==> src/rtl/load_store_unit.sv <==
// load_store_unit -- memory stage of the RV32I core.
//
// Runs a single req/ack transaction on the data-memory port for each load or
// store presented by decode. It steers byte lanes, generates byte enables,
// sign/zero-extends load data, and aborts an access that waits too long.
//
// Parameters:
//   MAX_WAIT      cycles spent in REQ without dm_ack before the access aborts
//                 with fault (1..65535)
// Optional build macro:
//   MISALIGN_TRAP_EN  when defined, misaligned half/word accesses raise fault
//                     without touching the bus; when undefined, the offending
//                     low address bits are ignored
//
// Ports:
//   clk, rst                         clock, synchronous active-high reset
//   mem_read, mem_write              access request from decode (write wins)
//   mem_size, mem_unsigned           00 byte, 01 half, 1x word; zero-extend
//   addr, wdata                      byte address, store data
//   stall                            holds upstream stages during the access
//   rdata, rdata_valid, fault        load result / completion pulses in DONE
//   dm_req, dm_we, dm_addr, dm_be,
//   dm_wdata                         registered data-memory request
//   dm_ack, dm_rdata                 data-memory response
module load_store_unit #(
  parameter int unsigned MAX_WAIT = 255
) (
  input  logic        clk,
  input  logic        rst,
  input  logic        mem_read,
  input  logic        mem_write,
  input  logic [1:0]  mem_size,
  input  logic        mem_unsigned,
  input  logic [31:0] addr,
  input  logic [31:0] wdata,
  output logic        stall,
  output logic [31:0] rdata,
  output logic        rdata_valid,
  output logic        fault,
  output logic        dm_req,
  output logic        dm_we,
  output logic [31:0] dm_addr,
  output logic [3:0]  dm_be,
  output logic [31:0] dm_wdata,
  input  logic        dm_ack,
  input  logic [31:0] dm_rdata
);

  typedef enum logic [1:0] {
    S_IDLE,
    S_REQ,
    S_DONE
  } state_t;

  localparam logic [16:0] MAX_WAIT_W = 17'(MAX_WAIT);

  state_t      state_q;
  logic [15:0] cnt_q;
  logic        is_load_q;
  logic [1:0]  size_q;
  logic        uns_q;
  logic [1:0]  off_q;

  logic        dm_req_q;
  logic        dm_we_q;
  logic [31:0] dm_addr_q;
  logic [3:0]  dm_be_q;
  logic [31:0] dm_wdata_q;
  logic [31:0] rdata_q;
  logic        rdata_valid_q;
  logic        fault_q;

  logic [3:0]  be_d;
  logic [31:0] wdata_d;
  logic [31:0] byte_lane;
  logic [31:0] half_lane;
  logic [31:0] load_ext;
  logic [16:0] cnt_next;

  assign cnt_next = {1'b0, cnt_q} + 17'd1;

  // Byte enables and lane-replicated store data from the live decode inputs.
  always_comb begin
    be_d    = 4'b1111;
    wdata_d = wdata;
    case (mem_size)
      2'b00: begin
        be_d    = 4'b0001 << addr[1:0];
        wdata_d = {4{wdata[7:0]}};
      end
      2'b01: begin
        be_d    = addr[1] ? 4'b1100 : 4'b0011;
        wdata_d = {2{wdata[15:0]}};
      end
      default: begin
        be_d    = 4'b1111;
        wdata_d = wdata;
      end
    endcase
  end

  // Load extract from the word returned on the bus; half loads use addr[1] only.
  always_comb begin
    byte_lane = dm_rdata >> {off_q, 3'b000};
    half_lane = dm_rdata >> {off_q[1], 4'b0000};
    case (size_q)
      2'b00:   load_ext = {{24{~uns_q & byte_lane[7]}}, byte_lane[7:0]};
      2'b01:   load_ext = {{16{~uns_q & half_lane[15]}}, half_lane[15:0]};
      default: load_ext = dm_rdata;
    endcase
  end

`ifdef MISALIGN_TRAP_EN
  logic misalign;
  assign misalign = ((mem_size == 2'b01) && addr[0]) ||
                    (mem_size[1] && (addr[1:0] != 2'b00));
`endif

  always_ff @(posedge clk) begin
    if (rst) begin
      state_q       <= S_IDLE;
      cnt_q         <= '0;
      is_load_q     <= 1'b0;
      size_q        <= '0;
      uns_q         <= 1'b0;
      off_q         <= '0;
      dm_req_q      <= 1'b0;
      dm_we_q       <= 1'b0;
      dm_addr_q     <= '0;
      dm_be_q       <= '0;
      dm_wdata_q    <= '0;
      rdata_q       <= '0;
      rdata_valid_q <= 1'b0;
      fault_q       <= 1'b0;
    end else begin
      // Completion outputs are single-cycle pulses visible only in DONE.
      rdata_q       <= '0;
      rdata_valid_q <= 1'b0;
      fault_q       <= 1'b0;
      case (state_q)
        S_IDLE: begin
          if (mem_read || mem_write) begin
            is_load_q <= ~mem_write;
            size_q    <= mem_size;
            uns_q     <= mem_unsigned;
            off_q     <= addr[1:0];
`ifdef MISALIGN_TRAP_EN
            if (misalign) begin
              state_q <= S_DONE;
              fault_q <= 1'b1;
            end else
`endif
            begin
              state_q    <= S_REQ;
              cnt_q      <= '0;
              dm_req_q   <= 1'b1;
              dm_we_q    <= mem_write;
              dm_addr_q  <= {addr[31:2], 2'b00};
              dm_be_q    <= be_d;
              dm_wdata_q <= wdata_d;
            end
          end
        end
        S_REQ: begin
          // An ack in the final permitted cycle still completes the access.
          if (dm_ack) begin
            state_q       <= S_DONE;
            dm_req_q      <= 1'b0;
            dm_we_q       <= 1'b0;
            rdata_valid_q <= is_load_q;
            rdata_q       <= is_load_q ? load_ext : '0;
          end else if (cnt_next == MAX_WAIT_W) begin
            state_q  <= S_DONE;
            dm_req_q <= 1'b0;
            dm_we_q  <= 1'b0;
            fault_q  <= 1'b1;
          end else begin
            cnt_q <= cnt_next[15:0];
          end
        end
        S_DONE: begin
          state_q <= S_IDLE;
        end
        default: begin
          state_q <= S_IDLE;
        end
      endcase
    end
  end

  assign stall = ~rst & (((state_q == S_IDLE) & (mem_read | mem_write)) |
                         (state_q == S_REQ));

  assign dm_req      = dm_req_q;
  assign dm_we       = dm_we_q;
  assign dm_addr     = dm_addr_q;
  assign dm_be       = dm_be_q;
  assign dm_wdata    = dm_wdata_q;
  assign rdata       = rdata_q;
  assign rdata_valid = rdata_valid_q;
  assign fault       = fault_q;

endmodule

==> config.mk <==
export PLATFORM = sky130hd
export DESIGN_NAME = load_store_unit
export DESIGN_NICKNAME = d
export VERILOG_FILES = /design/src/rtl/load_store_unit.sv
export SDC_FILE = /design/constraint.sdc
export NUM_CORES = 1
export LEC_CHECK = 0
export ABC_AREA = 1
export BUFFER_PORTS_ARGS = -buffer_cell sky130_fd_sc_hd__clkbuf_2
export CAP_MARGIN = 30
export CORE_ASPECT_RATIO = 1.25
export CORE_UTILIZATION = 53
export CTS_CLUSTER_DIAMETER = 120
export CTS_CLUSTER_SIZE = 14
export DETAILED_ROUTE_END_ITERATION = 12
export PLACE_DENSITY = 0.85
export SYNTH_ARGS = -nofsm -noshare
export SYNTH_HDL_FRONTEND = slang
export SYNTH_SLANG_ARGS = --single-unit
==> constraint.sdc <==
create_clock -name clk -period 4.6 [get_ports clk]
set_input_delay 0.23 -clock clk [delete_from_list [all_inputs] [get_ports clk]]
set_output_delay 0.23 -clock clk [all_outputs]
set_load 0.02 [all_outputs]
* After elaboration in Yosys (flattened, before gate mapping)
Cells that the tools add are included.
** Storage, ports and cells
- Register bits :: 126
- Latch bits :: 0
- Memory bits (writable) :: 0
- ROM bits :: 0
- Input port bits :: 104
- Word-level logic and storage cells :: 69
- Memories kept :: 0
** Cells by class
- Add/subtract/negate cells :: 1
- Multipliers :: 0
- Div/mod/pow operators :: 0
- $lt $le $gt $ge :: 0
- Equality and inequality tests :: 8
- Shifts and indexed selects :: 3
- Muxes and demuxes :: 19
- Bitwise logic cells :: 12
- Reductions and logical operators :: 12
** Operators by type and width (count)
- 32-bit case mux with 2 select lines :: 2
- 16-bit two-way mux :: 3
- 16-bit case mux with 2 select lines :: 1
- 32-bit by 5-bit >> shifter with 16-bit output :: 1
- 32-bit by 5-bit >> shifter with 8-bit output :: 1
- 16-bit by 1-bit adder with 17-bit output, second input constant :: 1
- 17-bit by 8-bit == test with 1-bit output, second input constant :: 1
- 4-bit case mux with 2 select lines :: 1
- 2-bit by 1-bit == test with 1-bit output, second input constant :: 3
- 2-bit logical NOT :: 3
- 2-bit two-way mux :: 3
- 2-bit inequality test, second input constant :: 3
- 1-bit inverter :: 6
- 3-bit OR reduction :: 2
- 1-bit two-way mux :: 5
- 1-bit bitwise AND :: 4
- 4-bit two-way mux :: 1
- 1-bit case mux with 2 select lines :: 2
- 2-bit case mux with 2 select lines :: 1
- 2-bit AND reduction :: 2
- 4-bit AND reduction :: 1
- 4-bit OR reduction :: 1
- 1-bit by 2-bit left shift with 4-bit output, first input constant :: 1
- 3-bit inequality test, second input constant :: 1
- 4 further kinds :: 5

* Depth between registers and ports, before layout
Gate-level depths: netlist (run 1).
- Depth after elaboration :: 5
- Mapped depth :: 16

* Least setup slack after synthesis (run 1)
OpenSTA, ideal clock, no wires.
- Kind :: register to register
- Start point :: register cnt_q[0]
- End point :: register cnt_q[0]
- Setup time :: 114 ps
- Data arrival time :: 1847 ps
- Setup slack :: 2639 ps
- Cell stages (with the launch flop) :: 16
- Path buffers :: 1
- Cell sequence :: dfxtp_1 ha_1 nand2_1 nor2_1 nand3_1 nand2_1 nand2_1 nor2_1 nand2_1 nor2_1 nand2_2 nand3_4 buf_6 nand2_1 nand3_1 nand2_1
** On the way
- Longest elaborated chain between the ends :: 4
** RTL lines
- start: declaration :: RTL line 58 : logic [15:0] cnt_q;
- start signal: assignment :: RTL line 178 : cnt_q <= cnt_next[15:0];
- 16-bit by 1-bit adder with 17-bit output (*) :: RTL line 80 : assign cnt_next = {1'b0, cnt_q} + 17'd1;
- 17-bit by 8-bit == test with 1-bit output / 16-bit two-way mux (equally long branches) :: RTL line 172 : end else if (cnt_next == MAX_WAIT_W) begin
- 2-bit inequality test (no source line) / 16-bit two-way mux (equally long branches)
- 4-bit AND reduction (no source line) / 16-bit case mux with 2 select lines (equally long branches)
Mark *: on every way between the ends. The rest lies on a longest branch, timed or not. The select of a mux whose other input is x is not followed.
A chain may end at the register's enable or synchronous reset.

* Final worst setup path (run 1)
- Start point :: register state_q[0]
- End point :: register rdata_q[2] (netlist: rdata[2])
** On the way
- Longest elaborated chain between the ends :: 3
** RTL lines
- start: declaration :: RTL line 57 : state_t state_q;
- start signal: assignment :: RTL line 121 : state_q <= S_IDLE;
- start signal: assignment :: RTL line 154 : state_q <= S_REQ;
- start signal: assignment :: RTL line 167 : state_q <= S_DONE;
- 2-bit by 1-bit == test with 1-bit output :: RTL line 140 : case (state_q)
- 1-bit inverter (no source line)
- 4-bit OR reduction (no source line)
- end signal: assignment :: RTL line 171 : rdata_q <= is_load_q ? load_ext : '0;
- end: declaration :: RTL line 69 : logic [31:0] rdata_q;
Every way passes these cells.

==> out/metrics.yaml, run 1 <==
outcome: "complete, no violations"
cp-start-kind: "register"
die_x_um: 94.6
start_util: 0.554
pre_cts_slack_ns: 1.76
mostFrequentLayoutCells: "206 x clkbuf_2, 192 x nand2_1, 154 x nor2_1, 126 x dfxtp_1, 74 x a21oi_1"
synthToLayoutAreaGrowth_pct: 28.9
postPlaceCellArea_um2: 6740
final_area_um2: 7330
fin_crit_ns: 2.89
ioPinCount: 209
critical-path-max-stage-delay_ns: 0.72
p_leak_uw: 0.00349
setup_tns_ns: 0
vdd_drop_max_uv: 289
worstPathCellList: "inv_1 > nor2_1 > clkinv_1 > nor2_1 > nand3_1 > clkinv_1 > nand2_1 > inv_1"
cp_slowest_cell: "nand3_1"
grt_max_degree: 45
diodes: 0
postCtsHoldBufs: 0
cts-htree-levels: 4
drc: 0
final_common_cell: "clkbuf_2"
clkLatencyLatePin_ns: 0.41
clkSinkCount: 126
layout-drive-gt1-share: 0.260
synth-edff-count: 0
vias_per_cell: 5.26
cts_tree: "done"
skew_ns: 0.00795
wire_per_inst_um: 14.0
hp-class: "in -> reg"
setup_slack_ns: 1.71
routabilityCongestion: 0.879
synth-main-ff-cell: "dfxtp_1"
fp.dieArea_um2: 11100
synth-seq-cells: 126
die_y_um: 118
synth-seq-area-share: 0.444
rsz0062_at_grt: "false"
track_usage: 0.293
drv_cap: 0
grt_pass1_wl_mm: 25.8
nets: 1121
period_share: 0.629
path_clk_slew_ns: 0.06
portBuffers: 206
hold_viol: 0
slew_headroom: 0.305
vias: 6081
drtIter0Drc: 384
postCtsSetupBuffers: 0
crit_arrival_ns: 3.25
post-dp-hpwl_mm: 11.5
netlist_area_um2: 5690
wl_mm: 16.2
synth.yosys.warnings: 0
syn_inst: 827
power.density_nw_per_um2: 430
overflow: 0
coreArea_um2: 10300
cts.path.max_buffers: 2
root_buffer: "clkbuf_16"
antenna_left: 0
synth_cell_types: 36
cp_max_fo: 26
crit_type: "reg -> reg"
end_kind: "register"
grt_antenna_before_repair: 0
grt_pass1_vias: 5745
finalSetupViolations: 0
synthArstFlopShare: 0
max_freq_mhz: 346
avgSynthCellArea_um2: 6.87
finalMaxSlewViolations: 0
required_ns: 4.96
rows: 41
numCtsBuffers: 17
first_pass_iters: 7
fin_util: 0.714
cts_resized: 0
worst_slew_pin_slew_ns: 1.04
power breakdown:
| group | total, uW | internal, uW | switching (uW) |
|---|---|---|---|
| clock network | 1340 | 820 | 521 |
| registers | 1230 | 1180 | 59.1 |
| logic | 572 | 190 | 382 |
| total | 3150 | 2190 | 963 |
registers in the layout, summed over array words and instances, names as in the netlist:
| signal | count |
|---|---|
| rdata | 32 |
| dm_wdata | 32 |
| dm_be | 4 |
| cnt_q | 16 |
| uns_q | 1 |
| dm_addr | 30 |
| off_q | 2 |
| size_q | 2 |
| fault | 1 |
| dm_we | 1 |
| dm_req | 1 |
| rdata_valid | 1 |
| is_load_q | 1 |
| state_q | 2 |
worst paths after layout:
kind	startpoint	end	slack (ns)	cells past startpoint
hold / removal	addr[21]	dm_addr[21]	0.06	3
setup / recovery	state_q[0]	rdata[2]	1.71	8
setup reg to reg	state_q[0]	rdata[2]	1.71	8
hold reg to reg	dm_wdata[2]	dm_wdata[2]	0.46	2
area by class of cell:
class	instances	area, um^2
fill	853	2930
multi-input combinational	589	2720
sequential	126	2520
timing repair buffer	212	1080
clock buffer	18	439
inverter	69	259
tap	129	161
clock inverter	14	155
worst max-delay path, delay by kind of cell (launching register included):
family	cells	cell delay, ns
flip-flops	1	0.32
AND/OR/NAND/NOR	4	1.46
buffers and inverters	4	1.07
stage by stage:
step | power (uW) | cells | hold WS (ns)
CTS | 3160 | 1157 | 0.0536
finish | 3150 | 1157 | 0.0637
floorplan | 1630 | 828 | 0.307
global placement | 1810 | 1125 | 0.453
detailed placement | 1820 | 1125 | 0.458
global route | 3270 | 1157 | 0.0564
synth_stat cells (7+ instances only):
cell type,instances,share of area
dfxtp_1,126,0.44
clkbuf_1,30,0.020
nand2_1,192,0.13
o211ai_1,7,0.0092
mux2i_1,7,0.012
o21ai_0,54,0.048
a21oi_1,74,0.065
nand3_1,44,0.039
a31oi_1,9,0.0099
nor2_1,154,0.10
inv_1,60,0.040
o22ai_1,8,0.0088
routing by layer:
| layer | vias to the layer above | GRT usage | share of wire |
|---|---|---|---|
| li1 | 3038 | - | - |
| met1 | 2743 | 0.322 | 0.38 |
| met2 | 266 | 0.509 | 0.52 |
| met3 | 34 | 0.0872 | 0.075 |
| met4 | 0 | 0.131 | 0.025 |
| met5 | - | 0 | 0 |
logic make-up (layout without fill, tap and decap cells):
logic type	after synthesis	in the layout	share of synthesized area
muxes	7	7	0.0123
AOI/OAI and AO/OA	158	158	0.148
xor gates and xnor gates	3	3	0.00462
DFF	126	126	0.444
adders and majority gates	2	2	0.00440
buffers and inverters	113	313	0.0812
other	1	2	0.000660
and+or+nand+nor	417	417	0.305
No activity file was read; power rests on OpenSTA's default activity.
==> inputs of run 2 (changes only) <==
--- a/config.mk
+++ b/config.mk
@@ -9,11 +9,11 @@
 export BUFFER_PORTS_ARGS = -buffer_cell sky130_fd_sc_hd__clkbuf_2
 export CAP_MARGIN = 30
 export CORE_ASPECT_RATIO = 1.25
-export CORE_UTILIZATION = 53
+export CORE_UTILIZATION = 45
 export CTS_CLUSTER_DIAMETER = 120
 export CTS_CLUSTER_SIZE = 14
 export DETAILED_ROUTE_END_ITERATION = 12
-export PLACE_DENSITY = 0.85
+export PLACE_DENSITY = 0.77
 export SYNTH_ARGS = -nofsm -noshare
 export SYNTH_HDL_FRONTEND = slang
 export SYNTH_SLANG_ARGS = --single-unit
==> constraint.sdc (replaced) <==
create_clock -name clk -period 2.45 [get_ports clk]
set_input_delay 0.1225 -clock clk [delete_from_list [all_inputs] [get_ports clk]]
set_output_delay 0.1225 -clock clk [all_outputs]
set_load 0.02 [all_outputs]
==> run 2 against run 1 <==
- count of clock-buffer cells in the layout unchanged
- via count is 7.2% higher
- final area rose by 12%
- largest power group unchanged
- utilization fell by 4.0 points
==> out/metrics.yaml, run 2 (synthesis gave the netlist of run 1 again) <==
start_util: 0.465
die_x_um: 103
grt_pass1_wl_mm: 28.5
drtIter0Drc: 261
synthToLayoutAreaGrowth_pct: 44.9
outcome: "complete, no violations"
fp.dieArea_um2: 13100
overflow: 0
worst_slew_pin_slew_ns: 0.636
antenna_left: 0
skew_ns: 0.00613
cts-htree-levels: 4
finalMaxSlewViolations: 0
die_y_um: 128
hold_viol: 0
layout-drive-gt1-share: 0.249
nets: 1208
finalSetupViolations: 0
required_ns: 2.79
vias: 6520
final_common_cell: "clkbuf_2"
drc: 0
wire_per_inst_um: 14.0
cp_slowest_cell: "dfxtp_1"
wl_mm: 18.0
cts.path.max_buffers: 2
fillCellCount: 1030
track_usage: 0.280
grt_antenna_before_repair: 0
final_area_um2: 8240
ioPinCount: 209
mostFrequentLayoutCells: "206 x clkbuf_2, 192 x nand2_1, 153 x nor2_1, 126 x dfxtp_1, 79 x dlygate4sd3_1"
power.density_nw_per_um2: 731
max_freq_mhz: 446
cp-start-kind: "register"
setup_tns_ns: 0
coreArea_um2: 12200
crit_arrival_ns: 2.58
crit_type: "reg -> reg"
path_clk_slew_ns: 0.06
rsz0062_at_grt: "false"
routabilityCongestion: 0.882
clkSinkCount: 126
grt_max_degree: 61
p_leak_uw: 0.00384
hp-class: "in -> reg"
drv_cap: 0
crit_buf_inv: 0
worstPathCellList: "ha_2 > nand3_2 > nor2_4 > xor2_1 > nand2_1 > nor3_2 > nand3_2 > nand3_4 > nor2_1 > nor2_1"
crit_family: "simple AND/OR/NAND/NOR gates"
critical-path-max-stage-delay_ns: 0.44
numCtsBuffers: 17
fin_util: 0.674
postPlaceCellArea_um2: 6840
postCtsSetupBuffers: 0
grt_pass1_vias: 6164
end_kind: "register"
whs_ns: 0.0223
root_buffer: "clkbuf_16"
portBuffers: 206
cp_max_fo: 17
first_pass_iters: 8
diodes: 0
vdd_drop_max_uv: 635
clkLatencyLatePin_ns: 0.41
rows: 45
cts_tree: "done"
post-dp-hpwl_mm: 11.4
slew_headroom: 0.575
vias_per_cell: 5.10
period_share: 0.915
fin_crit_ns: 2.24
## run 2: cell types whose count changed in the layout (fill, tap and decap cells not counted), sizes merged
cell / previous run / this run
buf: 6 / 14
clkinv: 11 / 5
clkinvlp: 2 / 5
bufinv: 2 / 1
inv: 68 / 72
dlygate4sd3: 0 / 79
## run 2: repair_timing
action	4_1_cts	5_1_grt
hold endpoints to repair	81	0
endpoints found under the setup margin	0	19
hold buffers	79	0
resized for setup	0	3
## run 2: final cells by class
type                    instances  area (um^2)  area share
repair buffers                299         1940       0.235
flip-flops and latches        126         2520       0.306
clock inverters                14          146      0.0178
clock buffers                  18          439      0.0533
multi-input cells             589         2720       0.330
well taps                     164          205      0.0249
inverters                      69          263      0.0319
## run 2: path summary, 6_finish.rpt
path / from / end / slack, ns / depth (start not counted)
setup / recovery: cnt_q[0] / cnt_q[2] / 0.21 / 10
hold / removal: wdata[9] / dm_wdata[9] / 0.02 / 3
setup reg to reg: cnt_q[0] / cnt_q[2] / 0.21 / 10
hold reg to reg: dm_wdata[20] / dm_wdata[20] / 0.46 / 2
## run 2: stage by stage
stage,total power (uW),std cells,worst slack (ns)
2_1_floorplan,3060,828,0.489
3_3_place_gp,3430,1167,0.248
3_5_place_dp,3440,1167,0.226
4_1_cts,6030,1278,0.000394
5_1_grt,6300,1279,0.00619
6_report,6020,1279,0.209
## run 2: routing by layer
layer | global-route usage | vias up | share of wire | wire, um
li1 | - | 3223 | - | -
met1 | 0.308 | 2951 | 0.39 | 6970
met2 | 0.475 | 276 | 0.50 | 9030
met3 | 0.0894 | 70 | 0.068 | 1210
met4 | 0.145 | 0 | 0.041 | 740
met5 | 0 | - | 0 | 0
## run 2: power breakdown
group	total [uW]	switching [uW]	internal, uW
Clock	2480	1020	1460
Sequential	2310	104	2210
Combinational	1230	770	460
Total	6020	1890	4130
## run 2: worst register-to-register path: stages (launching register included)
cell and delay (ns):
dfxtp_1 0.44, ha_2 0.28, nand3_2 0.13, nor2_4 0.15, xor2_1 0.31, nand2_1 0.11
nor3_2 0.23, nand3_2 0.12, nand3_4 0.20, nor2_1 0.07, nor2_1 0.13
